--- src/rtl/audio_pkg.sv ---
// Shared constants and helpers for the audio frame retimer and its lanes.
package audio_pkg;

   localparam int DEF_CH        = 2;
   localparam int DEF_DW        = 24;
   localparam int DEF_FRAME_LEN = 256;

   // Frame counter width; a 1-bit floor keeps tiny frames legal.
   function automatic int cnt_width(input int frame_len);
      return (frame_len <= 2) ? 1 : $clog2(frame_len);
   endfunction

   localparam int DEF_CNT_W = cnt_width(DEF_FRAME_LEN);

   // Channel c is emitted at the end of the frame minus c equal sub-frames.
   function automatic int slot_of(input int c, input int ch, input int frame_len);
      return frame_len - 1 - c * (frame_len / ch);
   endfunction

endpackage

--- src/rtl/audio_frame_retimer_if.sv ---
// Sample bus between an upstream producer, the retimer and the serialiser.
interface audio_frame_retimer_if #(
   parameter int CH = 2,
   parameter int DW = 24
);
   logic [CH*DW-1:0] DATA_IN;
   logic [CH-1:0]    SAMPLING_POINT_IN;
   logic             MUTE_IN;
   logic             STATUS_CLR;
   logic [CH*DW-1:0] DATA_OUT;
   logic [CH-1:0]    SAMPLING_POINT_OUT;
   logic             FRAME_SYNC;
   logic [CH-1:0]    UNDERRUN;
   logic [CH-1:0]    OVERRUN;

   modport master (
      output DATA_IN, SAMPLING_POINT_IN, MUTE_IN, STATUS_CLR,
      input  DATA_OUT, SAMPLING_POINT_OUT, FRAME_SYNC, UNDERRUN, OVERRUN
   );

   modport slave (
      input  DATA_IN, SAMPLING_POINT_IN, MUTE_IN, STATUS_CLR,
      output DATA_OUT, SAMPLING_POINT_OUT, FRAME_SYNC, UNDERRUN, OVERRUN
   );
endinterface

--- src/rtl/audio_retimer_lane.sv ---
// One channel: capture register, freshness tracking, fill/mute mux and sticky flags.
module audio_retimer_lane #(
   parameter int DW            = 24,
   parameter int UNDERRUN_ZERO = 0
) (
   input  logic          clk,
   input  logic          rst,
   input  logic [DW-1:0] din,
   input  logic          cap_stb,
   input  logic          slot_hit,
   input  logic          mute,
   input  logic          status_clr,
   output logic [DW-1:0] dout,
   output logic          stb,
   output logic          underrun,
   output logic          overrun
);

   logic [DW-1:0] cap_q, cap_d;
   logic [DW-1:0] dout_q, dout_d;
   logic          fresh_q, fresh_d;
   logic          primed_q, primed_d;
   logic          stb_q, stb_d;
   logic          ur_q, ur_d;
   logic          ovr_q, ovr_d;

   always_comb begin
      cap_d    = cap_q;
      dout_d   = dout_q;
      fresh_d  = fresh_q;
      primed_d = primed_q;
      stb_d    = 1'b0;
      ur_d     = ur_q & ~status_clr;
      ovr_d    = ovr_q & ~status_clr;

      // Slot evaluation sees the pre-edge capture state, so a same-cycle
      // capture lands in the next frame.
      if (slot_hit) begin
         stb_d   = 1'b1;
         fresh_d = 1'b0;
         if (mute)
            dout_d = '0;
         else if (!fresh_q && (UNDERRUN_ZERO != 0))
            dout_d = '0;
         else
            dout_d = cap_q;
         if (!fresh_q && primed_q)
            ur_d = 1'b1;
      end

      if (cap_stb) begin
         cap_d    = din;
         fresh_d  = 1'b1;
         primed_d = 1'b1;
         if (fresh_q && !slot_hit)
            ovr_d = 1'b1;
      end
   end

   always_ff @(posedge clk) begin
      if (rst) begin
         cap_q    <= '0;
         dout_q   <= '0;
         fresh_q  <= 1'b0;
         primed_q <= 1'b0;
         stb_q    <= 1'b0;
         ur_q     <= 1'b0;
         ovr_q    <= 1'b0;
      end else begin
         cap_q    <= cap_d;
         dout_q   <= dout_d;
         fresh_q  <= fresh_d;
         primed_q <= primed_d;
         stb_q    <= stb_d;
         ur_q     <= ur_d;
         ovr_q    <= ovr_d;
      end
   end

   assign dout     = dout_q;
   assign stb      = stb_q;
   assign underrun = ur_q;
   assign overrun  = ovr_q;

endmodule

--- src/rtl/audio_frame_retimer.sv ---
// Multi-channel audio retimer: free-running frame counter, per-channel slot decode
// and frame sync; per-channel state lives in audio_retimer_lane.
module audio_frame_retimer
   import audio_pkg::*;
#(
   parameter int CH            = DEF_CH,
   parameter int DW            = DEF_DW,
   parameter int FRAME_LEN     = DEF_FRAME_LEN,
   parameter int UNDERRUN_ZERO = 0
) (
   input  logic                  ck98M,
   input  logic                  RESET,
   audio_frame_retimer_if.slave  bus
);

   localparam int CNT_W = cnt_width(FRAME_LEN);
   localparam logic [CNT_W-1:0] CNT_LAST = CNT_W'(FRAME_LEN - 1);

   logic [CNT_W-1:0]       cnt_q, cnt_d;
   logic [CH-1:0]          slot_hit;
   logic [CH-1:0][DW-1:0]  lane_dout;
   logic [CH-1:0]          lane_stb;
   logic [CH-1:0]          lane_ur;
   logic [CH-1:0]          lane_ovr;

   always_comb begin
      cnt_d = cnt_q + 1'b1;
      if (cnt_q == CNT_LAST)
         cnt_d = '0;
   end

   always_ff @(posedge ck98M) begin
      if (RESET)
         cnt_q <= '0;
      else
         cnt_q <= cnt_d;
   end

   for (genvar c = 0; c < CH; c++) begin : g_lane
      localparam logic [CNT_W-1:0] SLOT = CNT_W'(slot_of(c, CH, FRAME_LEN));

      assign slot_hit[c] = (cnt_q == SLOT);

      audio_retimer_lane #(
         .DW            (DW),
         .UNDERRUN_ZERO (UNDERRUN_ZERO)
      ) u_lane (
         .clk        (ck98M),
         .rst        (RESET),
         .din        (bus.DATA_IN[c*DW +: DW]),
         .cap_stb    (bus.SAMPLING_POINT_IN[c]),
         .slot_hit   (slot_hit[c]),
         .mute       (bus.MUTE_IN),
         .status_clr (bus.STATUS_CLR),
         .dout       (lane_dout[c]),
         .stb        (lane_stb[c]),
         .underrun   (lane_ur[c]),
         .overrun    (lane_ovr[c])
      );
   end

   // Packed lane array flattens with channel c at [c*DW +: DW].
   assign bus.DATA_OUT           = lane_dout;
   assign bus.SAMPLING_POINT_OUT = lane_stb;
   assign bus.UNDERRUN           = lane_ur;
   assign bus.OVERRUN            = lane_ovr;
   assign bus.FRAME_SYNC         = (cnt_q == CNT_LAST);

endmodule

--- src/flat_wrapper.sv ---
// flat-port wrapper written by rule: the top's interface ports become plain ports
module audio_frame_retimer_flat import audio_pkg::*;
#(
   parameter int CH            = DEF_CH,
   parameter int DW            = DEF_DW,
   parameter int FRAME_LEN     = DEF_FRAME_LEN,
   parameter int UNDERRUN_ZERO = 0
)
  (ck98M, RESET, bus_DATA_IN, bus_SAMPLING_POINT_IN, bus_MUTE_IN, bus_STATUS_CLR, bus_DATA_OUT, bus_SAMPLING_POINT_OUT, bus_FRAME_SYNC, bus_UNDERRUN, bus_OVERRUN);
  audio_frame_retimer_if #(.CH(CH), .DW(DW)) bus_i ();
  input  logic ck98M;
  input  logic RESET;
  input wire logic [$bits(bus_i.DATA_IN)-1:0] bus_DATA_IN;
  input wire logic [$bits(bus_i.SAMPLING_POINT_IN)-1:0] bus_SAMPLING_POINT_IN;
  input wire logic [$bits(bus_i.MUTE_IN)-1:0] bus_MUTE_IN;
  input wire logic [$bits(bus_i.STATUS_CLR)-1:0] bus_STATUS_CLR;
  output wire logic [$bits(bus_i.DATA_OUT)-1:0] bus_DATA_OUT;
  output wire logic [$bits(bus_i.SAMPLING_POINT_OUT)-1:0] bus_SAMPLING_POINT_OUT;
  output wire logic [$bits(bus_i.FRAME_SYNC)-1:0] bus_FRAME_SYNC;
  output wire logic [$bits(bus_i.UNDERRUN)-1:0] bus_UNDERRUN;
  output wire logic [$bits(bus_i.OVERRUN)-1:0] bus_OVERRUN;
  assign bus_i.DATA_IN = bus_DATA_IN;
  assign bus_i.SAMPLING_POINT_IN = bus_SAMPLING_POINT_IN;
  assign bus_i.MUTE_IN = bus_MUTE_IN;
  assign bus_i.STATUS_CLR = bus_STATUS_CLR;
  assign bus_DATA_OUT = bus_i.DATA_OUT;
  assign bus_SAMPLING_POINT_OUT = bus_i.SAMPLING_POINT_OUT;
  assign bus_FRAME_SYNC = bus_i.FRAME_SYNC;
  assign bus_UNDERRUN = bus_i.UNDERRUN;
  assign bus_OVERRUN = bus_i.OVERRUN;
  audio_frame_retimer #(.CH(CH), .DW(DW), .FRAME_LEN(FRAME_LEN), .UNDERRUN_ZERO(UNDERRUN_ZERO)) u_core (.ck98M(ck98M), .RESET(RESET), .bus(bus_i));
endmodule
--- config.mk ---
export PLATFORM = sky130hd
export DESIGN_NAME = audio_frame_retimer_flat
export DESIGN_NICKNAME = d
export VERILOG_FILES = /design/src/rtl/audio_pkg.sv /design/src/rtl/audio_frame_retimer_if.sv /design/src/rtl/audio_retimer_lane.sv /design/src/rtl/audio_frame_retimer.sv /design/src/flat_wrapper.sv
export SDC_FILE = /design/constraint.sdc
export NUM_CORES = 1
export LEC_CHECK = 0
export BUFFER_PORTS_ARGS = -buffer_cell sky130_fd_sc_hd__clkbuf_2
export CAP_MARGIN = 20
export CORE_MARGIN = 2
export CORE_UTILIZATION = 25
export CTS_CLUSTER_DIAMETER = 50
export DETAILED_ROUTE_END_ITERATION = 10
export SYNTH_ARGS = -nofsm -noshare
export SYNTH_HDL_FRONTEND = slang
export SYNTH_SLANG_ARGS = --single-unit
export TNS_END_PERCENT = 50
--- constraint.sdc ---
create_clock -name ck98M -period 1.5 [get_ports ck98M]
set_input_delay 0.075 -clock ck98M [delete_from_list [all_inputs] [get_ports ck98M]]
set_output_delay 0.075 -clock ck98M [all_outputs]
set_load 0.01 [all_outputs]
Word-level counts from Yosys, hierarchy flattened

Cells that the tools add are included.

Bitwise operators: 5
Reduce and logical (&&, ||, !) cells: 11
Muxes and demuxes: 16
Add/subtract/negate cells: 1
Equality and inequality tests: 2

Operator list:

| kind                                           | count |
|---|---|
| 2-to-1 mux 24 bit                              | 2 |
| 2-to-1 mux 1 bit                               | 14 |
| adder 8 x 1 -> 8 bit (second input constant)   | 1 |
| == test 8 x 7 -> 1 bit (second input constant) | 1 |
| == test 8 bit (second input constant)          | 1 |
| AND 1 bit                                      | 4 |
| logical AND 1 bit                              | 4 |
| logical NOT 1 bit                              | 4 |
| nonzero test 2 bit                             | 2 |
| OR reduction 2 bit                             | 1 |
| NOT 1 bit                                      | 1 |

Register bits: 114
Input port bits: 54
Output and inout port bits: 55
Logic and storage cells: 50

Longest topological paths before layout

Gate-level depths: netlist of the first run.

Depth in word-level cells: 5
Gate-level depth with buffers: 6
Depth with buffers taken out: 4

By module

A second synthesis of the first run with hierarchy kept.

Cells, all modules: 444
Area, all modules: 4,405.5 µm²

Modules (own cells, without submodules):

| module              | sequential area each (µm²) | times used | area each (µm²) | cells an instance |
|---|---|---|---|---|
| audio_retimer_lane  | 1,061.0                    | 2          | 2,037.0         | 203 |
| audio_frame_retimer | 160.2                      | 1          | 331.6           | 38 |

Least setup slack after synthesis of the first run

Ideal clock, no wire load.

Path kind: flip-flop to flip-flop
From: register u_core.cnt_q[0]
To: register u_core.cnt_q[5]
Path buffers: 2
Clock period less this slack: 1.377 ns
Library setup time: 0.070 ns
Stages on the path, launching flop included: 7
Setup slack: 0.123 ns
Data required time: 1.430 ns
Arrival time: 1.308 ns
Cell sequence: dfxtp_1 ha_1 and4_1 buf_4 buf_6 a21o_1 a21oi_1

Word-level cells in the longest chain between the ends: 2
Elaborated cells between the ends (all ways): 3
Those cells by class: add/sub (1); eq/ne (1); reduce/logical (1)

RTL lines:

| element                                                      | RTL line                  | text |
|---|---|---|
| from (decl)                                                  | audio_frame_retimer.sv:19 | `logic [CNT_W-1:0] cnt_q, cnt_d;` |
| from (signal assigned)                                       | audio_frame_retimer.sv:36 | `cnt_q <= cnt_d;` |
| branches (longest 2 deep; another with adder 8 x 1 -> 8 bit) | n/a                       |  |

Several ways; the timed one is not identified.
A chain may end at the register's enable or synchronous reset.

Final worst setup path of the first run

From: register u_core.cnt_q[0]
To: output bus_FRAME_SYNC

Word-level cells in the longest chain between the ends: 1

RTL lines:

| element       | RTL line                  | text |
|---|---|---|
| == test 8 bit | audio_frame_retimer.sv:67 | `assign bus.FRAME_SYNC = (cnt_q == CNT_LAST);` |
| to (decl)     | flat_wrapper.sv:19        | `output wire logic [$bits(bus_i.FRAME_SYNC)-1:0] bus_FRAME_SYNC;` |

No other way between the ends.

==> results of run 1 <==
## final timing paths
check	start	endpoint	slack, ns	cells past startpoint
max	u_core.cnt_q[0]	bus_FRAME_SYNC	0.09	4
min	RESET	u_core.g_lane[0].u_lane.primed_q	0.08	2
max reg2reg	u_core.cnt_q[0]	u_core.g_lane[0].u_lane.fresh_q	0.12	6
min reg2reg	u_core.g_lane[1].u_lane.fresh_q	u_core.g_lane[1].u_lane.underrun	0.46	1
## cell usage after synthesis, types with 2 or more instances
cell / count
a21oi_1: 53
buf_1: 2
buf_2: 8
buf_4: 12
buf_6: 5
clkbuf_1: 23
dfxtp_1: 114
inv_1: 6
mux2i_1: 48
nand2_1: 5
nand3_1: 3
nand4b_1: 48
nor2_1: 58
o21ai_0: 52
or3_1: 3
xnor2_1: 2
## placed cells by master, fill, tap and decap left out, types with 2 or more instances in the layout
master	count
a21oi_1	53
buf_12	9
buf_4	16
bufinv_16	6
clkbuf_16	17
clkbuf_2	106
clkbuf_8	3
clkinv_2	3
dfxtp_1	110
dfxtp_2	3
dlygate4sd3_1	49
inv_1	6
mux2i_1	48
nand2_1	5
nand3_1	3
nand4b_1	48
nor2_1	57
o21ai_0	52
or3_1	3
xnor2_1	2
## per-layer routing
metal / global-route usage (%) / share of wire (%)
met5: 0 / 0
met4: 6.47 / 1.8
met3: 4.12 / 6.7
met2: 20.1 / 46
met1: 16.5 / 46
## power breakdown
| part | switching (mW) | internal [mW] |
|---|---|---|
| Sequential | 0.0579 | 3.13 |
| Combinational | 0.212 | 0.282 |
| Clock | 1.39 | 3.23 |
## registers in the layout (all words and copies together) (netlist names)
name and cells:
u_core.cnt_q 8, u_core.g_lane.u_lane.underrun 2, u_core.g_lane.u_lane.overrun 2, u_core.g_lane.u_lane.dout 48, u_core.g_lane.u_lane.stb 2, u_core.g_lane.u_lane.primed_q 2, u_core.g_lane.u_lane.cap_q 48, u_core.g_lane.u_lane.fresh_q 2
## repair_timing
action	CTS	global route
pin swaps	1	2
endpoints found under the setup margin	1	1
hold buffers	49	0
setup buffers	1	2
endpoints found under the hold margin	50	0
gates resized for setup	9	3
## through the flow
stage | setup slack [ns] | total power [mW] | TNS (ns) | instance area, µm² | hold slack, ns
floorplan | 0.123 | 3.47 | 0 | 4460 | 0.171
global placement | 0.0571 | 3.63 | 0 | 5270 | 0.297
detailed placement | 0.0384 | 3.64 | 0 | 5270 | 0.305
CTS | 0.00525 | 8.42 | 0 | 6490 | 0.0590
global route | -0.00719 | 8.62 | -0.00719 | 6510 | 0.0879
finish | 0.0897 | 8.30 | 0 | 6510 | 0.0811
## cells by family (layout without fill, tap and decap cells)
family / count (synthesis) / in the layout / share of synthesized area, %
AOI/OAI and AO/OA: 112 / 112 / 13.2
xor gates and xnor gates: 3 / 3 / 0.589
adders and majority gates: 1 / 1 / 0.281
buffers and inverters: 56 / 218 / 6.79
DFF: 114 / 114 / 51.2
muxes: 48 / 48 / 10.8
and+or+nand+nor: 127 / 127 / 17.2
## layout make-up
| cell class | count | area, µm² |
|---|---|---|
| fill | 1695 | 10800 |
| sequential | 114 | 2290 |
| multi-input combinational | 291 | 1900 |
| timing repair buffer | 181 | 1340 |
| clock buffer | 21 | 470 |
| tap | 225 | 282 |
| clock inverter | 10 | 204 |
| inverter | 6 | 22.5 |
==> impl_metrics.env, run 1 <==
export IMPL_outcome="finished clean"
export IMPL_timing_final_crit_share_pct=94.0
export IMPL_power_density_nw_per_um2=1280
export IMPL_syn_area_per_cell_um2=9.67
export IMPL_synth_top_cell_area_share_pct=51.2
export IMPL_synth_net_count=516
export IMPL_ant_nets=0
export IMPL_place_inst=765
export IMPL_finalHoldViolations=0
export IMPL_vias_per_cell=4.56
export IMPL_cts_clk_slew_worst_paths_ns=0.05
export IMPL_arrival_ns=1.34
export IMPL_ys_types=35
export IMPL_worstMarginPinSlew_ns=0.407
export IMPL_wl_per_cell_um=14.3
export IMPL_synth_area_um2=4460
export IMPL_rows=48
export IMPL_grt_usage_pct=13.1
export IMPL_globalplace_congestion=0.676
export IMPL_cp_max_fo=7
export IMPL_grt_first_pass_wirelength_um=19100
export IMPL_grt_pass1_vias=3677
export IMPL_die_w_um=138
export IMPL_setup_viol=0
export IMPL_start_util_pct=25.7
export IMPL_cts_sinks=114
export IMPL_grt_start_max_net_pins=49
export IMPL_critPathKind="register to primary output"
export IMPL_cts_root_buf="clkbuf_16"
export IMPL_max_slew_margin_pct=72.8
export IMPL_yosysSeqAreaShare_pct=51.2
export IMPL_slowest_delay_ns=0.35
export IMPL_vias=3865
export IMPL_layout_nets=666
export IMPL_period_needed_ns=1.41
export IMPL_drc=0
export IMPL_syn_inst=461
export IMPL_grt_antenna_before_repair=0
export IMPL_crit_family="flip-flops"
export IMPL_ys_seq_elements=114
export IMPL_drt_iter0_drc=185
export IMPL_p_leak_nw=2.72
export IMPL_htree_levels=4
export IMPL_fin_util_pct=37.5
export IMPL_syn2layout_area_growth_pct=46.0
export IMPL_synth_top_area_cell="dfxtp_1"
export IMPL_dp_hpwl_um=7600
export IMPL_fmax_ghz=0.709
export IMPL_hp_class="input pin to register"
export IMPL_wl_um=12100
export IMPL_skew_ns=0.00852
export IMPL_antennaDiodeCount=0
export IMPL_slew_viol_final=0
export IMPL_grt_setup_unrepaired="yes"
export IMPL_end_kind="primary output"
export IMPL_numCtsBuffers=17
export IMPL_async_flop_share_pct=0
export IMPL_cts_path_max_buffers=2
export IMPL_overflow=0
export IMPL_synth_enable_flop_cells=0
export IMPL_ys_top_cells_by_area="dfxtp_1, mux2i_1, nand4b_1, a21oi_1, o21ai_0"
export IMPL_dieArea_um2=18900
export IMPL_core_area_um2=17400
export IMPL_cts_tree="built"
export IMPL_crit_buf_inv=1
export IMPL_required_ns=1.42
export IMPL_ir_drop_v=0.000786
export IMPL_critPathSlowestCell="dfxtp_2"
export IMPL_ios=109
export IMPL_numPortBuffers=108
export IMPL_cp_cell_sequence="ha_4 > nand4_4 > nor2_4 > buf_8"
export IMPL_max_cap_viol_count=0
export IMPL_drive_above_1_share_pct=27.6
export IMPL_synth_warnings=0
export IMPL_firstDrtPassIters=4
export IMPL_synth_top_flop_cell="dfxtp_1"
export IMPL_critPathLaunchType="register"
export IMPL_die_height_um=138
export IMPL_clk_latency_ns=0.41
export IMPL_fin_cells=848
Note: power is estimated with default switching activity, not from simulation.
==> inputs of run 2 (changes only) <==
Settings changed: ABC_AREA set to 1, SLEW_MARGIN set to 20.
==> run 2 against run 1 <==
The flow now finishes with violations (negative setup slack). Highest routed layer unchanged. Largest cell class unchanged. Register-to-register slack lost 0.05 ns. Area after synthesis shrank 3.1%. Flip-flop and latch count is the same. Setup slack lost 0.095 ns. Maximum frequency shrank 6.3%. Global-route usage shrank 0.26 points. Routed wire length shrank 6.6%. Critical endpoint unchanged.
==> impl_metrics.env, run 2 <==
export IMPL_dieArea_um2=18400
export IMPL_pre_cts_slack_ns=0.0769
export IMPL_slew_viol_final=0
export IMPL_cts_sinks=114
export IMPL_drt_iter0_drc=145
export IMPL_period_needed_ns=1.51
export IMPL_wl_per_cell_um=11.9
export IMPL_skew_ns=0.00722
export IMPL_max_cap_viol_count=0
export IMPL_ys_types=22
export IMPL_setup_worst_path_start="u_core.cnt_q[0]"
export IMPL_finalHoldViolations=0
export IMPL_grt_pass1_vias=3656
export IMPL_final_common_cell="nand2_1"
export IMPL_synth_warnings=0
export IMPL_fin_cells=954
export IMPL_ios=109
export IMPL_globalplace_congestion=0.711
export IMPL_synth_net_count=615
export IMPL_r2r_cells=8
export IMPL_numPortBuffers=108
export IMPL_overflow=0
export IMPL_async_flop_share_pct=0
export IMPL_rows=48
export IMPL_synth_area_um2=4320
export IMPL_total_power_mw=7.77
export IMPL_synth_enable_flop_cells=0
export IMPL_critPathKind="register to primary output"
export IMPL_synth_top_cells_by_count="nand2_1, dfxtp_1, nor2_1, inv_1, o21ai_0"
export IMPL_required_ns=1.42
export IMPL_numCtsBuffers=17
export IMPL_synth_top_flop_cell="dfxtp_1"
export IMPL_r2r_slack_ns=0.07
export IMPL_grt_start_max_net_pins=58
export IMPL_max_slew_margin_pct=77.9
export IMPL_ys_top_cells_by_area="dfxtp_1, nand2_1, o21ai_0, a21oi_1, nand3_1"
export IMPL_grt_antenna_before_repair=0
export IMPL_syn_inst=560
export IMPL_cp_max_fo=2
export IMPL_cts_path_max_buffers=2
export IMPL_start_util_pct=25.2
export IMPL_cts_clk_slew_worst_paths_ns=0.05
export IMPL_synth_most_common_cell="nand2_1"
export IMPL_cts_root_buf="clkbuf_16"
export IMPL_grt_setup_unrepaired="yes"
export IMPL_layout_nets=771
export IMPL_setup_viol=1
export IMPL_outcome="complete, but fails checks"
export IMPL_antennaDiodeCount=0
export IMPL_end_kind="primary output"
export IMPL_core_area_um2=17100
export IMPL_worstMarginPinSlew_ns=0.332
export IMPL_drc=0
export IMPL_drive_above_1_share_pct=23.5
export IMPL_worst_r2r_endpoint="u_core.g_lane[0].u_lane.dout[22]"
export IMPL_arrival_ns=1.43
export IMPL_p_leak_nw=3.03
export IMPL_clk_latency_ns=0.41
export IMPL_violations="negative setup slack"
export IMPL_place_inst=866
export IMPL_htree_levels=4
export IMPL_fin_util_pct=36.9
export IMPL_grt_first_pass_wirelength_um=18300
export IMPL_grt_usage_pct=12.8
export IMPL_power_density_nw_per_um2=1230
export IMPL_firstDrtPassIters=4
export IMPL_ys_seq_elements=114
export IMPL_synth_top_area_cell="dfxtp_1"
export IMPL_synth_top_cell_area_share_pct=52.8
export IMPL_hp_class="input pin to register"
export IMPL_dp_hpwl_um=6850
export IMPL_vias_per_cell=4.17
export IMPL_fmax_ghz=0.664
export IMPL_yosysSeqAreaShare_pct=52.8
export IMPL_syn2layout_area_growth_pct=46.3
export IMPL_ir_drop_v=0.000811
export IMPL_die_w_um=135
export IMPL_syn_area_per_cell_um2=7.72
export IMPL_ant_nets=0
export IMPL_vias=3977
export IMPL_cts_tree="built"
export IMPL_wl_um=11300
export IMPL_r2r_start="u_core.cnt_q[0]"
export IMPL_finalWorstSetupSlack_ns=-0.00544
export IMPL_final_cell_mix="nand2_1, dfxtp_1, clkbuf_2"
export IMPL_crit_end="bus_FRAME_SYNC"
export IMPL_critPathLaunchType="register"
export IMPL_timing_final_crit_share_pct=100
export IMPL_fin_hold_ws_ns=0.0832
export IMPL_die_height_um=135
-- run 2: repair_timing --
action / in CTS / in global routing
setup buffers: 4 / 0
hold buffers: 51 / 0
gates cloned: 1 / 0
gates resized for setup: 7 / 7
pin swaps: 2 / 2
endpoints found under the hold margin: 56 / 0
setup endpoints to repair: 1 / 6
-- run 2: report_power, final --
part	internal, mW	switching, mW	total (mW)
sequential	3.14	0.0340	3.18
clock	2.68	1.39	4.07
combinational	0.254	0.270	0.525
total	6.07	1.69	7.77
-- run 2: worst max-delay path, cell delays in order, from the launching register on --
cell and delay [ns]:
dfxtp_2 0.35, ha_4 0.15, nand2_4 0.07, nor2_8 0.13, nand2_4 0.07, buf_12 0.13, clkinv_4 0.03, buf_6 0.08
-- run 2: logic make-up after synthesis --
logic type / after synthesis / synth area share [%]
simple gates: 235 / 23.3
xor+xnor: 2 / 0.405
compound gates: 108 / 12.5
fa+ha+maj: 1 / 0.289
buf+inv: 100 / 10.7
flops: 114 / 52.8
-- run 2: per-layer routing --
| metal | routed length (µm) | vias up | GRT usage [%] |
|---|---|---|---|
| li1 | - | 2083 | - |
| met1 | 5470 | 1769 | 16.3 |
| met2 | 5000 | 115 | 19.9 |
| met3 | 767 | 10 | 4.53 |
| met4 | 106 | 0 | 5.03 |
| met5 | 0 | - | 0 |
-- run 2: worst min-delay path by stage --
| stage | slack [ns] | cells past startpoint | endpoint | start |
|---|---|---|---|---|
| floorplan | 0.19 | 1 | u_core.g_lane[1].u_lane.primed_q | RESET |
| global placement | 0.33 | 3 | u_core.g_lane[0].u_lane.primed_q | bus_SAMPLING_POINT_IN[0] |
| global route | 0.10 | 3 | u_core.g_lane[1].u_lane.primed_q | RESET |
| CTS | 0.06 | 3 | u_core.g_lane[0].u_lane.fresh_q | RESET |
| detailed placement | 0.33 | 3 | u_core.g_lane[0].u_lane.primed_q | bus_SAMPLING_POINT_IN[0] |
| finish | 0.08 | 3 | u_core.g_lane[0].u_lane.fresh_q | RESET |
-- run 2: layout make-up --
| cell class | instances | area (µm²) |
|---|---|---|
| Clock buffer | 21 | 460 |
| Clock inverter | 11 | 135 |
| Fill cell | 1805 | 10800 |
| Inverter | 59 | 226 |
| Multi-Input combinational cell | 346 | 1600 |
| Sequential cell | 114 | 2290 |
| Tap cell | 225 | 282 |
| Timing Repair Buffer | 178 | 1330 |
-- run 2: stage by stage --
stage               area (µm²)  TNS (ns)
CTS                       6300   -0.0208
detailed placement        5110         0
global route              6320   -0.0655
floorplan                 4320         0
finish                    6320  -0.00544
global placement          5110         0
==> inputs of run 3 (changes only) <==
Settings changed: CTS_CLUSTER_SIZE set to 25.
Clock period 1.5 ns to 1.35 ns, I/O delays scaled along.
==> run 3 against run 2 <==
The run still ends with negative setup slack left. Cell area rose by 0.14%. Core utilization rose by 0.051 points. Sequential power is 11% higher. Global-route usage fell by 0.16 points. Via count up 0.70%. Non-clock buffer count rose by 2. Clock skew barely moved. Combinational power is 12% higher. Count of clock-buffer cells in the layout is 1 higher. Flip-flop and latch count is the same. Total power up 7.2%. Hold slack lost 0.035 ns. Critical path type unchanged. Critical endpoint unchanged. Highest routed layer unchanged.
==> impl_metrics.env, run 3 (same netlist as run 2, synthesis figures left out) <==
export IMPL_die_w_um=135
export IMPL_period_needed_ns=1.46
export IMPL_core_area_um2=17100
export IMPL_nFillCells=1781
export IMPL_globalplace_congestion=0.707
export IMPL_grt_antenna_before_repair=0
export IMPL_syn2layout_area_growth_pct=46.5
export IMPL_ir_drop_v=0.000901
export IMPL_vias=4005
export IMPL_cts_clk_slew_worst_paths_ns=0.06
export IMPL_grt_setup_unrepaired="yes"
export IMPL_overflow=0
export IMPL_dieArea_um2=18400
export IMPL_vias_per_cell=4.19
export IMPL_die_height_um=135
export IMPL_place_inst=870
export IMPL_max_slew_margin_pct=81.7
export IMPL_outcome="complete, but fails checks"
export IMPL_setup_viol=30
export IMPL_r2r_slack_ns=-0.08
export IMPL_crit_buf_inv=3
export IMPL_worstMarginPinSlew_ns=0.271
export IMPL_crit_family="flip-flops"
export IMPL_grt_start_max_net_pins=52
export IMPL_total_power_mw=8.32
export IMPL_violations="negative setup slack"
export IMPL_final_cell_mix="nand2_1, dfxtp_1, clkbuf_2"
export IMPL_finalWorstSetupSlack_ns=-0.108
export IMPL_start_util_pct=25.2
export IMPL_htree_levels=4
export IMPL_skew_ns=0.00707
export IMPL_critPathLaunchType="register"
export IMPL_slowest_delay_ns=0.35
export IMPL_cts_path_max_buffers=2
export IMPL_cts_tree="built"
export IMPL_timing_final_crit_share_pct=108
export IMPL_required_ns=1.28
export IMPL_grt_usage_pct=12.7
export IMPL_firstDrtPassIters=4
export IMPL_fin_cells=956
export IMPL_fmax_ghz=0.686
export IMPL_cp_cell_sequence="ha_4 > nand2_4 > nor2_8 > nand2_8 > buf_12 > clkinv_4 > buf_6"
export IMPL_drt_iter0_drc=128
export IMPL_fin_util_pct=37.0
export IMPL_ios=109
export IMPL_finalHoldViolations=0
export IMPL_critPathKind="register to primary output"
export IMPL_place_area_um2=5170
export IMPL_p_leak_nw=3.01
export IMPL_end_kind="primary output"
export IMPL_wl_per_cell_um=11.9
export IMPL_grt_pass1_vias=3737
export IMPL_drive_above_1_share_pct=23.9
export IMPL_rows=48
export IMPL_finalSetupTns_ns=-1.10
export IMPL_grt_first_pass_wirelength_um=18200
export IMPL_arrival_ns=1.39
export IMPL_antennaDiodeCount=0
export IMPL_drc=0
export IMPL_numPortBuffers=108
export IMPL_cts_root_buf="clkbuf_16"
export IMPL_cts_sinks=114
export IMPL_critPathSlowestCell="dfxtp_2"
export IMPL_multi_input_area_um2=1620
export IMPL_fin_area_um2=6330
export IMPL_power_density_nw_per_um2=1310
export IMPL_dp_hpwl_um=6760
export IMPL_layout_nets=773
export IMPL_cp_max_fo=2
export IMPL_seq_area_um2=2290
export IMPL_hp_class="input pin to register"
export IMPL_wl_um=11300
export IMPL_slew_viol_final=0
export IMPL_ant_nets=0
export IMPL_max_cap_viol_count=0
export IMPL_numCtsBuffers=17
export IMPL_clk_latency_ns=0.40
export IMPL_final_common_cell="nand2_1"
==> run 3: final cells by class <==
type | count | area share (%)
Multi-Input combinational cell | 346 | 25.5
Clock buffer | 22 | 7.49
Clock inverter | 10 | 1.32
Sequential cell | 114 | 36.1
Inverter | 59 | 3.58
Tap cell | 225 | 4.45
Timing Repair Buffer | 180 | 21.5
==> run 3: worst paths after layout <==
path                                                        from                                 to  cells past startpoint
worst max-delay path                             u_core.cnt_q[1]                     bus_FRAME_SYNC                      7
worst min-delay path                                       RESET  u_core.g_lane[0].u_lane.cap_q[22]                      4
worst max register to register                   u_core.cnt_q[1]    u_core.g_lane[0].u_lane.dout[0]                      8
worst min register to register  u_core.g_lane[0].u_lane.primed_q   u_core.g_lane[0].u_lane.primed_q                      2
==> run 3: worst reg2reg max path, cell delays in order, from the launching register on <==
cell,delay (ns)
dfxtp_2,0.35
ha_4,0.15
nand2_4,0.06
nor2_8,0.12
nand2_8,0.06
buf_4,0.17
bufbuf_16,0.29
nand3_1,0.07
nand2_1,0.06
==> run 3: metrics by stage <==
step                      hold slack [ns]  setup slack (ns)
final                              0.0479            -0.108
after global routing               0.0587            -0.171
after CTS                          0.0207            -0.177
after detailed placement            0.333            0.0158
after global placement              0.332            0.0612
after floorplan                     0.179          0.000122
==> run 3: report_power, final <==
part           internal [mW]  switching (mW)
registers               3.49          0.0363
clock network           2.66            1.55
logic                  0.284           0.306
total                   6.43            1.89
==> run 3: routing by layer <==
layer,vias to the layer above,GRT usage [%],wire length (µm)
met4,0,3.70,129
met1,1788,15.7,5320
li1,2085,-,-
met5,-,0,0
met3,10,5.01,791
met2,122,20.3,5080
==> run 3: repair_timing <==
| item | in CTS | in global routing |
|---|---|---|
| cloned | 1 | 0 |
| pin swaps | 3 | 2 |
| gates resized for setup | 7 | 7 |
| endpoints found under the hold margin | 55 | 0 |
| hold buffers | 50 | 0 |
| setup endpoints to repair | 1 | 60 |
| buffers inserted | 3 | 0 |
